**src/rtl/datapath_pkg.sv**
```systemverilog
// Shared encodings for the LEGv8 multi-cycle sequencer: opcodes, FS/PS codes,
// control-word layout and FSM states.
package datapath_pkg;

  typedef enum logic [1:0] {FETCH, EXEC, MEM, HALT} state_t;

  localparam logic [1:0] PS_HOLD = 2'b00;
  localparam logic [1:0] PS_INC  = 2'b01;
  localparam logic [1:0] PS_REL  = 2'b10;
  localparam logic [1:0] PS_ABS  = 2'b11;

  // FS = {op[2:0], invB, invA}; invB also supplies carry-in, so SUB is ADD with invB
  localparam logic [4:0] FS_AND = 5'b00000;
  localparam logic [4:0] FS_OR  = 5'b00100;
  localparam logic [4:0] FS_ADD = 5'b01000;
  localparam logic [4:0] FS_SUB = 5'b01010;
  localparam logic [4:0] FS_XOR = 5'b01100;

  localparam logic [10:0] OP_ADD  = 11'b10001011000;
  localparam logic [10:0] OP_SUB  = 11'b11001011000;
  localparam logic [10:0] OP_AND  = 11'b10001010000;
  localparam logic [10:0] OP_ORR  = 11'b10101010000;
  localparam logic [10:0] OP_EOR  = 11'b11001010000;
  localparam logic [10:0] OP_ADDS = 11'b10101011000;
  localparam logic [10:0] OP_SUBS = 11'b11101011000;
  localparam logic [10:0] OP_LDUR = 11'b11111000010;
  localparam logic [10:0] OP_STUR = 11'b11111000000;
  localparam logic [10:0] OP_BR   = 11'b11010110000;
  localparam logic [9:0]  OP_ADDI = 10'b1001000100;
  localparam logic [9:0]  OP_SUBI = 10'b1101000100;
  localparam logic [5:0]  OP_B    = 6'b000101;
  localparam logic [5:0]  OP_BL   = 6'b100101;
  localparam logic [7:0]  OP_CBZ  = 8'b10110100;
  localparam logic [7:0]  OP_CBNZ = 8'b10110101;
  localparam logic [7:0]  OP_BCOND = 8'b01010100;

  localparam logic [3:0] COND_EQ = 4'h0;
  localparam logic [3:0] COND_NE = 4'h1;
  localparam logic [3:0] COND_GE = 4'hA;
  localparam logic [3:0] COND_LT = 4'hB;

  // Field order here is the bit layout of controlWord, MSB (PS) down to SL at bit 0
  typedef struct packed {
    logic [1:0] ps;
    logic [4:0] da;
    logic [4:0] sa;
    logic [4:0] sb;
    logic [4:0] fs;
    logic       reg_w;
    logic       ram_w;
    logic       en_mem;
    logic       en_alu;
    logic       en_b;
    logic       en_pc;
    logic       sel_b;
    logic       pc_sel;
    logic       sl;
  } ctrl_t;

  function automatic logic [4:0] alu_fs(input logic [10:0] op);
    case (op)
      OP_AND:          return FS_AND;
      OP_ORR:          return FS_OR;
      OP_EOR:          return FS_XOR;
      OP_SUB, OP_SUBS: return FS_SUB;
      default:         return FS_ADD;
    endcase
  endfunction

endpackage

```
**src/rtl/instr_decode.sv**
```systemverilog
// Combinational decode of the latched instruction (plus status) into the
// EXEC or MEM control word, constant K, and illegal / next-is-MEM flags.
module instr_decode
  import datapath_pkg::*;
#(
  parameter logic [4:0] XZR = 5'd31,
  parameter logic [4:0] LR  = 5'd30
) (
  input  logic [31:0] ir,
  input  logic [4:0]  status,
  input  logic        mem_phase,
  output ctrl_t       cw,
  output logic [63:0] k,
  output logic        illegal,
  output logic        to_mem
);

  logic [4:0]  rd, rn, rm;
  logic [63:0] imm12_zx, imm9_sx, imm19_sx, imm26_sx;
  logic        flag_v, flag_z, flag_n, taken;
  logic        unused_c;

  assign rd       = ir[4:0];
  assign rn       = ir[9:5];
  assign rm       = ir[20:16];
  assign imm12_zx = {52'd0, ir[21:10]};
  assign imm9_sx  = {{55{ir[20]}}, ir[20:12]};
  assign imm19_sx = {{45{ir[23]}}, ir[23:5]};
  assign imm26_sx = {{38{ir[25]}}, ir[25:0]};
  assign flag_v   = status[4];
  assign flag_z   = status[2];
  assign flag_n   = status[1];
  assign unused_c = status[3];

  always_comb begin
    cw      = '0;
    k       = '0;
    illegal = 1'b0;
    to_mem  = 1'b0;
    taken   = 1'b0;
    if (mem_phase) begin
      // second LDUR cycle: address path unchanged, memory data written to Rt
      cw.ps     = PS_INC;
      cw.da     = rd;
      cw.sa     = rn;
      cw.fs     = FS_ADD;
      cw.reg_w  = 1'b1;
      cw.en_mem = 1'b1;
      cw.sel_b  = 1'b1;
      k         = imm9_sx;
    end else if (ir[31:22] == OP_ADDI || ir[31:22] == OP_SUBI) begin
      cw.ps     = PS_INC;
      cw.da     = rd;
      cw.sa     = rn;
      cw.fs     = (ir[31:22] == OP_SUBI) ? FS_SUB : FS_ADD;
      cw.reg_w  = 1'b1;
      cw.en_alu = 1'b1;
      cw.sel_b  = 1'b1;
      k         = imm12_zx;
    end else if (ir[31:26] == OP_B || ir[31:26] == OP_BL) begin
      cw.ps     = PS_REL;
      cw.pc_sel = 1'b1;
      k         = imm26_sx;
      if (ir[31:26] == OP_BL) begin
        cw.da    = LR;
        cw.reg_w = 1'b1;
        cw.en_pc = 1'b1;
      end
    end else if (ir[31:24] == OP_CBZ || ir[31:24] == OP_CBNZ) begin
      // Rt | XZR puts Rt on the ALU so live zero reflects Rt == 0
      cw.sa     = rd;
      cw.sb     = XZR;
      cw.fs     = FS_OR;
      cw.pc_sel = 1'b1;
      k         = imm19_sx;
      cw.ps     = (status[0] == (ir[31:24] == OP_CBZ)) ? PS_REL : PS_INC;
    end else if (ir[31:24] == OP_BCOND) begin
      case (ir[3:0])
        COND_EQ: taken = flag_z;
        COND_NE: taken = !flag_z;
        COND_GE: taken = (flag_n == flag_v);
        COND_LT: taken = (flag_n != flag_v);
        default: illegal = 1'b1;
      endcase
      if (!illegal) begin
        cw.pc_sel = 1'b1;
        k         = imm19_sx;
        cw.ps     = taken ? PS_REL : PS_INC;
      end
    end else begin
      case (ir[31:21])
        OP_ADD, OP_SUB, OP_AND, OP_ORR, OP_EOR, OP_ADDS, OP_SUBS: begin
          cw.ps     = PS_INC;
          cw.da     = rd;
          cw.sa     = rn;
          cw.sb     = rm;
          cw.fs     = alu_fs(ir[31:21]);
          cw.reg_w  = 1'b1;
          cw.en_alu = 1'b1;
          cw.sl     = (ir[31:21] == OP_ADDS) || (ir[31:21] == OP_SUBS);
        end
        OP_LDUR: begin
          cw.ps    = PS_HOLD;
          cw.sa    = rn;
          cw.fs    = FS_ADD;
          cw.sel_b = 1'b1;
          k        = imm9_sx;
          to_mem   = 1'b1;
        end
        OP_STUR: begin
          cw.ps    = PS_INC;
          cw.sa    = rn;
          cw.sb    = rd;
          cw.fs    = FS_ADD;
          cw.ram_w = 1'b1;
          cw.sel_b = 1'b1;
          k        = imm9_sx;
        end
        OP_BR: begin
          cw.ps = PS_ABS;
          cw.sa = rn;
        end
        default: illegal = 1'b1;
      endcase
    end
  end

endmodule

```
**src/rtl/datapath_sequencer.sv**
```systemverilog
// FETCH/EXEC/MEM/HALT sequencer: holds the instruction register and state;
// all datapath controls are combinational from state, IR and status.
module datapath_sequencer
  import datapath_pkg::*;
#(
  parameter logic [4:0] XZR = 5'd31,
  parameter logic [4:0] LR  = 5'd30
) (
  input  logic        clock,
  input  logic        reset,
  input  logic [31:0] instruction,
  input  logic        instr_valid,
  input  logic [4:0]  status,
  output logic [30:0] controlWord,
  output logic [63:0] K,
  output logic        fetch,
  output logic        halted
);

  state_t      state, state_nx;
  logic [31:0] ir;
  logic        load_ir;
  ctrl_t       dec_cw, cw;
  logic [63:0] dec_k, k_out;
  logic        dec_illegal, dec_to_mem;

  instr_decode #(.XZR(XZR), .LR(LR)) u_decode (
    .ir        (ir),
    .status    (status),
    .mem_phase (state == MEM),
    .cw        (dec_cw),
    .k         (dec_k),
    .illegal   (dec_illegal),
    .to_mem    (dec_to_mem)
  );

  always_ff @(posedge clock or negedge reset) begin
    if (!reset) begin
      state <= FETCH;
      ir    <= '0;
    end else begin
      state <= state_nx;
      if (load_ir) ir <= instruction;
    end
  end

  // FETCH and HALT drive an all-zero control word and K
  always_comb begin
    state_nx = state;
    load_ir  = 1'b0;
    cw       = '0;
    k_out    = '0;
    case (state)
      FETCH: begin
        if (instr_valid) begin
          load_ir  = 1'b1;
          state_nx = EXEC;
        end
      end
      EXEC: begin
        cw    = dec_cw;
        k_out = dec_k;
        if (dec_illegal)     state_nx = HALT;
        else if (dec_to_mem) state_nx = MEM;
        else                 state_nx = FETCH;
      end
      MEM: begin
        cw       = dec_cw;
        k_out    = dec_k;
        state_nx = FETCH;
      end
      default: ;
    endcase
  end

  assign controlWord = cw;
  assign K           = k_out;
  assign fetch       = (state == FETCH);
  assign halted      = (state == HALT);

endmodule

```
**config.mk**
```make
export PLATFORM = sky130hd
export DESIGN_NAME = datapath_sequencer
export DESIGN_NICKNAME = d
export VERILOG_FILES = /design/src/rtl/datapath_pkg.sv /design/src/rtl/instr_decode.sv /design/src/rtl/datapath_sequencer.sv
export SDC_FILE = /design/constraint.sdc
export NUM_CORES = 1
export LEC_CHECK = 0
export BUFFER_PORTS_ARGS = -buffer_cell sky130_fd_sc_hd__buf_2
export CORE_MARGIN = 2
export CORE_UTILIZATION = 49
export CTS_CLUSTER_DIAMETER = 120
export DETAILED_ROUTE_END_ITERATION = 12
export GPL_ROUTABILITY_DRIVEN = 1
export PLACE_DENSITY = 0.82
export SYNTH_ARGS = -nofsm -noshare
export SYNTH_HDL_FRONTEND = slang
export SYNTH_SLANG_ARGS = --single-unit
```
**constraint.sdc**
```tcl
create_clock -name clock -period 3.8 [get_ports clock]
set_clock_uncertainty 0.1 [all_clocks]
set_input_delay 0.57 -clock clock [delete_from_list [all_inputs] [get_ports clock]]
set_output_delay 0.57 -clock clock [all_outputs]
set_load 0.005 [all_outputs]
```
# After elaboration in Yosys (flattened, before gate mapping)
# Index checks and enable logic that the tools add are counted.
dict set report totals {
  register_bits 34
  in_bits 40
  out_inout_bits 97
  elab_cells 141
}
dict set report op_classes {
  eq_ne 27
  mux 96
  n_reduce_logical 16
}
# operator n
set ops {}
lappend ops {{64-bit two-way mux} 8}
lappend ops {{11-bit == test (second input constant)} 10}
lappend ops {{1-bit two-way mux} 55}
lappend ops {{31-bit two-way mux} 1}
lappend ops {{15-bit two-way mux} 2}
lappend ops {{5-bit two-way mux} 6}
lappend ops {{12-bit two-way mux} 2}
lappend ops {{2-bit two-way mux} 12}
lappend ops {{22-bit two-way mux} 1}
lappend ops {{10-bit == test (second input constant)} 2}
lappend ops {{8-bit == test (second input constant)} 2}
lappend ops {{4-bit one-hot mux with 4 select lines} 1}
lappend ops {{6-bit two-way mux} 2}
lappend ops {{5-bit one-hot mux with 2 select lines} 1}
lappend ops {{10-bit OR reduction} 1}
lappend ops {{4-bit == test (second input constant)} 2}
lappend ops {{8-bit by 7-bit == test with 1-bit output (second input constant)} 1}
lappend ops {{4-bit one-hot mux with 2 select lines} 1}
lappend ops {{8-bit OR reduction} 1}
lappend ops {{7-bit two-way mux} 1}
lappend ops {{7-bit OR reduction} 1}
lappend ops {{6-bit by 3-bit == test with 1-bit output (second input constant)} 1}
lappend ops {{6-bit == test (second input constant)} 1}
lappend ops {{2-bit one-hot mux with 3 select lines} 1}
lappend ops {{other kinds (16)} 23}

# Longest topological paths before layout
# Gate-level depths: netlist (run 1).
dict set report logic_depth {
  depth_word 15
  mapped_depth 9
  mapped_depth_nobuf 7
}

# Cells and area by module
# From an unflattened synthesis (run 1), not the netlist that was laid out.
dict set report unflattened {
  hier_cells 449
  hier_area_um2 3853.7
}
# mod n_inst cells_each area_per_inst_um2 seq_area_each_um2
set by_module_without_submodules {}
lappend by_module_without_submodules {datapath_sequencer 1 189 2148.3 850.8}
lappend by_module_without_submodules {instr_decode 1 260 1705.4 0.0}

# Worst setup path before layout (run 1)
# No wires, ideal clock.
dict set report synth_timing {
  path_kind {register to output}
  from {register ir[25]}
  to {output K[26]}
  arrival_ps 2675
  required_ps 3130
  path_slack_ps 455
  stages_incl_launch_ff 7
  path_buffers 1
  path_cell_list {dfrtp_1 or4b_4 nor3_4 a21oi_1 a21oi_2 o21a_1 buf_4}
}
dict set report synth_via {
  elab_chain_len 9
  word_cells_on_any_way 17
  cone_classes {eq/ne: 7; mux: 7; reduce/logical: 3}
}
# item line
set synth_lines {}
lappend synth_lines {{start: declaration} datapath_sequencer.sv:21} ;# logic [31:0] ir;
lappend synth_lines {{start signal: assignment} datapath_sequencer.sv:43} ;# if (load_ir) ir <= instruction;
lappend synth_lines {{11-bit == test} instr_decode.sv:91} ;# case (ir[31:21])
lappend synth_lines {{2-bit OR reduction (no source line)} -}
lappend synth_lines {{64-bit two-way mux} instr_decode.sv:91}
lappend synth_lines {{64-bit two-way mux} instr_decode.sv:77} ;# end else if (ir[31:24] == OP_BCOND) begin
lappend synth_lines {{64-bit two-way mux} instr_decode.sv:69} ;# end else if (ir[31:24] == OP_CBZ || ir[31:24] == OP_CBNZ) begin
lappend synth_lines {{64-bit two-way mux} instr_decode.sv:60} ;# end else if (ir[31:26] == OP_B || ir[31:26] == OP_BL) begin
lappend synth_lines {{64-bit two-way mux *} instr_decode.sv:51} ;# end else if (ir[31:22] == OP_ADDI || ir[31:22] == OP_SUBI) begin
lappend synth_lines {{64-bit two-way mux *} instr_decode.sv:41} ;# if (mem_phase) begin
lappend synth_lines {{64-bit two-way mux *} datapath_sequencer.sv:53} ;# case (state)
lappend synth_lines {{end: declaration} datapath_sequencer.sv:15} ;# output logic [63:0] K,
# Mark *: on every way between the ends. The rest lies on a longest branch, timed or not.

# Worst setup path in the final report (run 1)
dict set report layout_timing {
  from {register state[0]}
  to {output K[38]}
}
dict set report layout_via {
  elab_chain_len 3
  word_cells_on_any_way 5
  cone_classes {eq/ne: 2; mux: 2; reduce/logical: 1}
}
# item line
set layout_lines {}
lappend layout_lines {{start: declaration} datapath_sequencer.sv:20} ;# state_t state, state_nx;
lappend layout_lines {{start signal: assignment} datapath_sequencer.sv:42} ;# state <= state_nx;
lappend layout_lines {{2-bit == test / 2-bit by 1-bit == test with 1-bit output (equally long branches)} {datapath_sequencer.sv:30, datapath_sequencer.sv:53}}
lappend layout_lines {{64-bit two-way mux / 2-bit OR reduction (equally long branches)} -}
lappend layout_lines {{64-bit two-way mux *} datapath_sequencer.sv:53}
# Marks and branches as above.

==> impl_metrics.xml, run 1 <==
<?xml version="1.0" encoding="UTF-8"?>
<metrics>
  <group name="status">
    <metric name="run_status" unit="">finished, final reports clean</metric>
  </group>
  <group name="routing">
    <metric name="first_iter_violations" unit="">402</metric>
    <metric name="routedWlPerCell" unit="um">17.7</metric>
    <metric name="vias_per_cell" unit="">6.07</metric>
    <metric name="detailroute.via_count" unit="">3127</metric>
    <metric name="drtAntennaViolNets" unit="">0</metric>
    <metric name="detail_route.first_pass.iterations" unit="">5</metric>
    <metric name="routed_wl" unit="um">9140</metric>
    <metric name="drcViolationCount" unit="">0</metric>
  </group>
  <group name="run">
    <metric name="timing.max_cap.violations" unit="">0</metric>
  </group>
  <group name="synth">
    <metric name="yosysSeqAreaShare" unit="">0.273</metric>
    <metric name="avgSynthCellArea" unit="um^2">8.70</metric>
    <metric name="synth_enable_flop_cells" unit="">0</metric>
    <metric name="cell_variety_after_synth" unit="">60</metric>
    <metric name="synth.cell_area" unit="mm^2">0.00312</metric>
    <metric name="post_synth_inst_count" unit="">358</metric>
    <metric name="ys_warn_count" unit="">0</metric>
    <metric name="dominantRegCellSynth" unit="">sky130_fd_sc_hd__dfrtp_1</metric>
    <metric name="synth.ff_latch_count" unit="">34</metric>
    <metric name="postSynth.asyncResetShare" unit="">1.00</metric>
  </group>
  <group name="sta">
    <metric name="max_clock_freq" unit="MHz">281</metric>
    <metric name="fin_worst_hold_slack" unit="ns">0.229</metric>
    <metric name="slew-limit-headroom" unit="">0.440</metric>
    <metric name="worst_pin_slew" unit="ns">0.831</metric>
    <metric name="totalNegativeSetupSlack" unit="ns">0</metric>
    <metric name="fin_crit_sh" unit="">0.937</metric>
    <metric name="timing.final.hold_violations" unit="">0</metric>
    <metric name="setup_repair_after_global_routing_missed_its_margin" unit="">false</metric>
    <metric name="period_needed" unit="ns">3.56</metric>
    <metric name="final-max-slew-violation-count" unit="">0</metric>
    <metric name="timing.final.setup_violations" unit="">0</metric>
  </group>
  <group name="clock_network">
    <metric name="clockRootBuffer" unit="">sky130_fd_sc_hd__clkbuf_8</metric>
    <metric name="ctsHtreeMaxLevel" unit="">2</metric>
    <metric name="cts.hold.buffers_added" unit="">0</metric>
    <metric name="clk_transition_reported_paths" unit="ns">0.08</metric>
    <metric name="cts.sinks" unit="">34</metric>
    <metric name="total_cts_buffers" unit="">5</metric>
    <metric name="tritoncts_clock_tree" unit="">done</metric>
    <metric name="cts.path.max_buffers" unit="">2</metric>
    <metric name="clk_latency" unit="ns">0.30</metric>
  </group>
  <group name="worst_setup_path">
    <metric name="slowest_delay" unit="ns">0.46</metric>
    <metric name="r2r-start" unit="">ir[29]$_DFFE_PN0P_</metric>
    <metric name="path_cells" unit="">inv_1, ha_1, inv_1, o21ai_0, a21oi_2, o21a_1, buf_4, buf_2</metric>
    <metric name="critical_path_cell_count" unit="">8</metric>
    <metric name="cp.arrival" unit="ns">2.89</metric>
    <metric name="worst_setup_path_endpoint" unit="">K[38]</metric>
    <metric name="worstSetupEndpointType" unit="">output port</metric>
    <metric name="critical_path_buf_inv_count" unit="">4</metric>
    <metric name="cpLargestDelayFamily" unit="">compound AO/OA/AOI/OAI gates</metric>
    <metric name="crit_top_cell" unit="">sky130_fd_sc_hd__inv_1</metric>
    <metric name="library_cell_contributing_the_largest_single_delay_on_the_critical_path" unit="">sky130_fd_sc_hd__a21oi_2</metric>
    <metric name="timing_worst_setup_path_type" unit="">flop to output port</metric>
    <metric name="cp-startpoint" unit="">state[0]$_DFFE_PN0P_</metric>
    <metric name="register_to_register_setup_slack" unit="ns">1.41</metric>
    <metric name="reg2regPathDepth" unit="">5</metric>
    <metric name="timing.rr.end" unit="">state[0]$_DFFE_PN0P_</metric>
    <metric name="crit_path_max_fanout" unit="">39</metric>
    <metric name="cp.required" unit="ns">3.13</metric>
    <metric name="startpoint_type" unit="">flop</metric>
  </group>
  <group name="finish">
    <metric name="most_common_cell_after_layout_fill_and_taps_aside" unit="">sky130_fd_sc_hd__buf_2</metric>
    <metric name="area_growth" unit="%">15.8</metric>
    <metric name="antenna_cells_inserted" unit="">0</metric>
    <metric name="final-instance-count-excl-fill" unit="">515</metric>
    <metric name="most-common-layout-cells" unit="">sky130_fd_sc_hd__buf_2, sky130_fd_sc_hd__dfrtp_1, sky130_fd_sc_hd__mux2_2</metric>
    <metric name="post_route_cells_drive_above_1_share" unit="">0.445</metric>
    <metric name="design.final.nets" unit="">482</metric>
  </group>
  <group name="place">
    <metric name="place.detailed.instances" unit="">507</metric>
    <metric name="gp_routability_congestion" unit="">0.955</metric>
    <metric name="place_hpwl" unit="um">6640</metric>
    <metric name="number_of_port_buffers" unit="">132</metric>
  </group>
  <group name="pwr">
    <metric name="power.clock.fraction" unit="">0.453</metric>
    <metric name="cell_internal_pwr" unit="W">0.000560</metric>
    <metric name="switching_power" unit="W">0.000156</metric>
    <metric name="sw_frac_of_total" unit="">0.218</metric>
    <metric name="power_density" unit="mW/mm^2">198</metric>
    <metric name="combPwrFrac" unit="">0.041</metric>
    <metric name="power_frac_seq" unit="">0.505</metric>
    <metric name="power.leakage" unit="nW">1.83</metric>
    <metric name="ir_drop" unit="uV">199</metric>
    <metric name="report.power.total" unit="W">0.000716</metric>
  </group>
  <group name="global_routing">
    <metric name="track_usage" unit="">0.258</metric>
    <metric name="grt_pass1_wl" unit="um">14700</metric>
    <metric name="grt_start_max_net_pins" unit="">40</metric>
    <metric name="global_route.overflow_total" unit="">0</metric>
    <metric name="vias_in_the_first_global_route" unit="">2802</metric>
    <metric name="antenna_found_initial" unit="">0</metric>
  </group>
  <group name="die">
    <metric name="die_w" unit="um">83.7</metric>
    <metric name="die_h" unit="um">83.7</metric>
    <metric name="design.portCount" unit="">137</metric>
    <metric name="floorplan.initialDensity" unit="">0.499</metric>
    <metric name="coreArea" unit="mm^2">0.00624</metric>
    <metric name="fp.dieArea" unit="mm^2">0.00701</metric>
    <metric name="row_count" unit="">29</metric>
  </group>
  <group name="worst_hold_path">
    <metric name="hp-class" unit="">input pin to asynchronous set/reset pin</metric>
  </group>
</metrics>
-- state kept, by name (all words and copies together), names as in the netlist --
| name | cells |
|---|---|
| ir | 32 |
| state | 2 |
-- through the flow --
stage | area [um^2] | util | worst slack (ns)
2_1_floorplan | 3120 | - | 0.455
3_3_place_gp | 3490 | 0.560 | 0.619
3_5_place_dp | 3490 | 0.560 | 0.587
4_1_cts | 3600 | 0.577 | 0.253
5_1_grt | 3610 | 0.578 | 0.00401
6_report | 3610 | 0.578 | 0.240
-- layout make-up --
| cell class | instances | area (um^2) |
|---|---|---|
| Clock buffer | 8 | 110 |
| Fill cell | 575 | 2630 |
| Inverter | 10 | 37.5 |
| Multi-Input combinational cell | 246 | 1790 |
| Sequential cell | 34 | 851 |
| Tap cell | 77 | 96.3 |
| Timing Repair Buffer | 140 | 721 |
-- how the worst min path moves through the flow --
| stage | startpoint | to |
|---|---|---|
| 6_report | reset | ir[13]$_DFFE_PN0P_ |
| 5_1_grt | reset | ir[13]$_DFFE_PN0P_ |
| 4_1_cts | reset | ir[13]$_DFFE_PN0P_ |
| 3_5_place_dp | ir[5]$_DFFE_PN0P_ | ir[5]$_DFFE_PN0P_ |
| 3_3_place_gp | ir[5]$_DFFE_PN0P_ | ir[5]$_DFFE_PN0P_ |
| 2_1_floorplan | reset | ir[0]$_DFFE_PN0P_ |
-- layer usage --
metal  global-route usage  wire (um)  up-vias
li1                     -          -     1431
met1                0.370       3880     1465
met2                0.389       4170      210
met3               0.0554        891       21
met4               0.0836        205        0
met5                    0          0        -
-- worst reg2reg max path: stages, from the launching register on --
cell and delay, ns:
sky130_fd_sc_hd__dfrtp_1 0.49, sky130_fd_sc_hd__nor4b_1 0.60, sky130_fd_sc_hd__and3_1 0.69, sky130_fd_sc_hd__nor3_1 0.16, sky130_fd_sc_hd__nand4_1 0.14, sky130_fd_sc_hd__a31oi_1 0.09
-- power by group through the flow --
| stage | logic (W) | registers [W] | clock network (W) |
|---|---|---|---|
| 6_report | 0.0000297 | 0.000362 | 0.000324 |
| 5_1_grt | 0.0000339 | 0.000361 | 0.000351 |
| 4_1_cts | 0.0000306 | 0.000362 | 0.000329 |
| 3_5_place_dp | 0.0000305 | 0.000369 | 0 |
| 3_3_place_gp | 0.0000295 | 0.000369 | 0 |
| 2_1_floorplan | 0.00000554 | 0.000369 | 0 |
-- cell families after synthesis --
family                     synth area share
muxes                                 0.116
xor gates and xnor gates             0.0112
other                               0.00120
AOI/OAI and AO/OA                     0.276
DFF                                   0.273
and+or+nand+nor                       0.147
adders and majority gates            0.0201
buffers and inverters                 0.156
-- cell usage after synthesis, drive strengths merged, types with 2 or more instances --
library cell / count / area share
a21boi: 3 / 0.0084
o41a: 2 / 0.0072
and3: 2 / 0.0040
nor4: 3 / 0.011
clkbuf: 16 / 0.019
dfrtp: 34 / 0.27
nor2: 13 / 0.016
a21o: 5 / 0.012
a2111oi: 3 / 0.018
nand4: 2 / 0.0040
buf: 54 / 0.12
mux2: 32 / 0.12
o2111ai: 3 / 0.0084
a31oi: 3 / 0.0060
nand2b: 5 / 0.010
a221oi: 3 / 0.0084
or2: 2 / 0.0040
and2: 3 / 0.0060
a22o: 10 / 0.028
nor4b: 2 / 0.0056
xnor2: 3 / 0.0084
or3: 4 / 0.0080
a21oi: 32 / 0.053
a211oi: 9 / 0.023
o21a: 8 / 0.019
inv: 10 / 0.012
or4b: 2 / 0.0088
nand2: 19 / 0.024
nand3: 5 / 0.0080
nor3: 10 / 0.020
nand4bb: 2 / 0.0072
o22ai: 6 / 0.012
ha: 5 / 0.020
o21ai: 29 / 0.047
-- timing repair --
action                     CTS  global route
gates resized for setup      0             1
setup endpoints to repair    0            39
buffers inserted             0             0
Note: power is estimated with default switching activity, not from simulation.
==> inputs of run 2 (changes only) <==
--- a/config.mk
+++ b/config.mk
@@ -5,9 +5,10 @@
 export SDC_FILE = /design/constraint.sdc
 export NUM_CORES = 1
 export LEC_CHECK = 0
+export ABC_AREA = 1
 export BUFFER_PORTS_ARGS = -buffer_cell sky130_fd_sc_hd__buf_2
 export CORE_MARGIN = 2
-export CORE_UTILIZATION = 49
+export CORE_UTILIZATION = 50
 export CTS_CLUSTER_DIAMETER = 120
 export DETAILED_ROUTE_END_ITERATION = 12
 export GPL_ROUTABILITY_DRIVEN = 1
==> run 2 against run 1 <==
Synthesized area is 10% higher. Critical path type unchanged. First-iteration DRC count is 11% lower. Synthesized cell count is 62% higher. Cell count is 45% higher. Sequential share of layout area is 2.0 points lower. Highest routed layer unchanged.
==> impl_metrics.xml, run 2 <==
<?xml version="1.0" encoding="UTF-8"?>
<metrics>
  <group name="status">
    <metric name="run_status" unit="">finished, final reports clean</metric>
  </group>
  <group name="die">
    <metric name="design.portCount" unit="">137</metric>
    <metric name="coreArea" unit="mm^2">0.00672</metric>
    <metric name="floorplan.initialDensity" unit="">0.511</metric>
    <metric name="row_count" unit="">30</metric>
    <metric name="fp.dieArea" unit="mm^2">0.00755</metric>
    <metric name="die_w" unit="um">86.9</metric>
    <metric name="die_h" unit="um">86.9</metric>
  </group>
  <group name="clock_network">
    <metric name="cts.sinks" unit="">34</metric>
    <metric name="total_cts_buffers" unit="">5</metric>
    <metric name="post_cts.resized_instances" unit="">0</metric>
    <metric name="cts.repair_timing.setup_buffer_count" unit="">0</metric>
    <metric name="tritoncts_clock_tree" unit="">done</metric>
    <metric name="ctsHtreeMaxLevel" unit="">2</metric>
    <metric name="clk_transition_reported_paths" unit="ns">0.07</metric>
    <metric name="cts.hold.buffers_added" unit="">0</metric>
    <metric name="cts.path.max_buffers" unit="">2</metric>
    <metric name="clockRootBuffer" unit="">sky130_fd_sc_hd__clkbuf_8</metric>
    <metric name="clk_latency" unit="ns">0.30</metric>
  </group>
  <group name="sta">
    <metric name="totalNegativeSetupSlack" unit="ns">0</metric>
    <metric name="final-max-slew-violation-count" unit="">0</metric>
    <metric name="setup_repair_after_global_routing_missed_its_margin" unit="">false</metric>
    <metric name="worst_pin_slew" unit="ns">0.805</metric>
    <metric name="timing.final.setup_violations" unit="">0</metric>
    <metric name="fin_crit_sh" unit="">0.844</metric>
    <metric name="timing.final.hold_violations" unit="">0</metric>
    <metric name="slew-limit-headroom" unit="">0.463</metric>
    <metric name="max_clock_freq" unit="MHz">312</metric>
    <metric name="period_needed" unit="ns">3.21</metric>
  </group>
  <group name="synth">
    <metric name="synth.cell_area" unit="mm^2">0.00343</metric>
    <metric name="post_synth_inst_count" unit="">579</metric>
    <metric name="synth_top_area_cell" unit="">sky130_fd_sc_hd__dfrtp_1</metric>
    <metric name="ys_warn_count" unit="">0</metric>
    <metric name="postSynth.asyncResetShare" unit="">1.00</metric>
    <metric name="synth.ff_latch_count" unit="">34</metric>
    <metric name="cell_variety_after_synth" unit="">34</metric>
    <metric name="synthTopCellsByArea" unit="">sky130_fd_sc_hd__dfrtp_1, sky130_fd_sc_hd__nand2_1, sky130_fd_sc_hd__buf_4</metric>
    <metric name="synth_top_cell_area_share" unit="">0.248</metric>
    <metric name="synth_enable_flop_cells" unit="">0</metric>
    <metric name="synthMostInstantiatedCell" unit="">sky130_fd_sc_hd__nand2_1</metric>
    <metric name="avgSynthCellArea" unit="um^2">5.93</metric>
    <metric name="dominantRegCellSynth" unit="">sky130_fd_sc_hd__dfrtp_1</metric>
    <metric name="yosysSeqAreaShare" unit="">0.248</metric>
    <metric name="netlist_top_cells_count" unit="">sky130_fd_sc_hd__nand2_1, sky130_fd_sc_hd__nor2_1, sky130_fd_sc_hd__a21oi_1, sky130_fd_sc_hd__inv_1, sky130_fd_sc_hd__buf_4</metric>
  </group>
  <group name="pwr">
    <metric name="power.clock.fraction" unit="">0.104</metric>
    <metric name="sw_frac_of_total" unit="">0.533</metric>
    <metric name="combPwrFrac" unit="">0.604</metric>
    <metric name="ir_drop" unit="uV">293</metric>
    <metric name="power_density" unit="mW/mm^2">647</metric>
    <metric name="power.leakage" unit="nW">2.36</metric>
    <metric name="switching_power" unit="W">0.00136</metric>
    <metric name="cell_internal_pwr" unit="W">0.00119</metric>
    <metric name="power_frac_seq" unit="">0.292</metric>
  </group>
  <group name="worst_setup_path">
    <metric name="cp.arrival" unit="ns">2.54</metric>
    <metric name="cpLargestDelayFamily" unit="">buffers and inverters</metric>
    <metric name="cp.required" unit="ns">3.13</metric>
    <metric name="slowest_delay" unit="ns">0.61</metric>
    <metric name="timing_worst_setup_path_type" unit="">flop to output port</metric>
    <metric name="path_cells" unit="">inv_1, ha_1, inv_1, o21ai_1, buf_4, a21oi_1, buf_2</metric>
    <metric name="crit_top_cell" unit="">sky130_fd_sc_hd__inv_1</metric>
    <metric name="crit_path_max_fanout" unit="">11</metric>
    <metric name="startpoint_type" unit="">flop</metric>
    <metric name="critical_path_buf_inv_count" unit="">4</metric>
    <metric name="worstSetupEndpointType" unit="">output port</metric>
    <metric name="library_cell_contributing_the_largest_single_delay_on_the_critical_path" unit="">sky130_fd_sc_hd__o21ai_1</metric>
  </group>
  <group name="routing">
    <metric name="vias_per_cell" unit="">5.26</metric>
    <metric name="routed_wl" unit="um">10200</metric>
    <metric name="first_iter_violations" unit="">358</metric>
    <metric name="routedWlPerCell" unit="um">13.7</metric>
    <metric name="drcViolationCount" unit="">0</metric>
    <metric name="detail_route.first_pass.iterations" unit="">5</metric>
    <metric name="drtAntennaViolNets" unit="">0</metric>
    <metric name="detailroute.via_count" unit="">3922</metric>
  </group>
  <group name="finish">
    <metric name="post_route_cells_drive_above_1_share" unit="">0.261</metric>
    <metric name="n_fill_cell" unit="">706</metric>
    <metric name="area_growth" unit="%">14.6</metric>
    <metric name="postLayoutCellArea" unit="mm^2">0.00394</metric>
    <metric name="antenna_cells_inserted" unit="">0</metric>
    <metric name="reg_top3" unit="">ir x32, state x2</metric>
    <metric name="design.final.nets" unit="">711</metric>
    <metric name="area_of_combinational_cells_with_multiple_inputs" unit="mm^2">0.00196</metric>
    <metric name="most_common_cell_after_layout_fill_and_taps_aside" unit="">sky130_fd_sc_hd__nand2_1</metric>
    <metric name="seq_area" unit="um^2">851</metric>
    <metric name="most-common-layout-cells" unit="">sky130_fd_sc_hd__nand2_1, sky130_fd_sc_hd__buf_2, sky130_fd_sc_hd__nor2_1</metric>
    <metric name="final-instance-count-excl-fill" unit="">746</metric>
    <metric name="max_flop_register" unit="">ir</metric>
    <metric name="largest_register_ffs" unit="">32</metric>
  </group>
  <group name="global_routing">
    <metric name="vias_in_the_first_global_route" unit="">3478</metric>
    <metric name="grt_start_max_net_pins" unit="">43</metric>
    <metric name="track_usage" unit="">0.271</metric>
    <metric name="global_route.overflow_total" unit="">0</metric>
    <metric name="antenna_found_initial" unit="">0</metric>
    <metric name="grt_pass1_wl" unit="um">16300</metric>
  </group>
  <group name="place">
    <metric name="gp_routability_congestion" unit="">0.959</metric>
    <metric name="postPlaceCellArea" unit="mm^2">0.00386</metric>
    <metric name="place.detailed.instances" unit="">739</metric>
    <metric name="place_hpwl" unit="um">7830</metric>
    <metric name="number_of_port_buffers" unit="">132</metric>
  </group>
  <group name="run">
    <metric name="timing.max_cap.violations" unit="">0</metric>
  </group>
  <group name="worst_hold_path">
    <metric name="hp-class" unit="">input pin to asynchronous set/reset pin</metric>
  </group>
</metrics>
run 2: power by group through the flow:
stage	registers [W]	logic (W)	clock network, W
floorplan	0.000675	0.00118	0
CTS	0.000737	0.00152	0.000264
detailed placement	0.000743	0.00151	0
finish	0.000742	0.00154	0.000264
global placement	0.000732	0.00148	0
global route	0.000766	0.00174	0.000279
run 2: logic make-up after synthesis:
family / count (synthesis) / share of synthesized area
adders and majority gates: 5 / 0.0182
DFF: 34 / 0.248
xor gates and xnor gates: 4 / 0.0102
and+or+nand+nor: 310 / 0.375
buffers and inverters: 123 / 0.185
other: 1 / 0.00109
muxes: 2 / 0.00656
AOI/OAI and AO/OA: 100 / 0.156
run 2: path summary, 6_finish.rpt:
kind	startpoint	endpoint	slack [ns]	cells past startpoint
worst max-delay path	state[0]$_DFFE_PN0P_	K[15]	0.59	7
worst min-delay path	reset	ir[29]$_DFFE_PN0P_	0.26	1
worst max register to register	ir[28]$_DFFE_PN0P_	state[1]$_DFFE_PN0P_	1.69	9
worst min register to register	state[1]$_DFFE_PN0P_	state[1]$_DFFE_PN0P_	0.46	2
max in group asynchronous	reset	ir[7]$_DFFE_PN0P_	2.83	1
min in group clock	instruction[20]	ir[20]$_DFFE_PN0P_	0.42	2
run 2: metal layers:
metal,up-vias,routed length [um],part of all wire,global-route usage
met1,1761,4370,0.43,0.370
met3,26,787,0.077,0.0332
met4,0,245,0.024,0.101
li1,1939,-,-,-
met2,196,4820,0.47,0.440
met5,-,0,0,0
run 2: area by class of cell:
cell class,instances,area share
Multi-Input combinational cell,424,0.499
Sequential cell,34,0.216
Timing Repair Buffer,139,0.181
Inverter,62,0.0591
Tap cell,80,0.0254
Clock buffer,7,0.0194
run 2: stage by stage:
| step | worst slack [ns] | hold WS [ns] | utilization | total power (W) |
|---|---|---|---|---|
| after floorplan | 0.0287 | 0.174 | - | 0.00186 |
| after global placement | 0.993 | 0.443 | 0.574 | 0.00221 |
| after detailed placement | 0.946 | 0.449 | 0.574 | 0.00226 |
| after CTS | 0.630 | 0.293 | 0.586 | 0.00252 |
| after global routing | 0.337 | 0.329 | 0.586 | 0.00279 |
| final | 0.594 | 0.261 | 0.586 | 0.00255 |
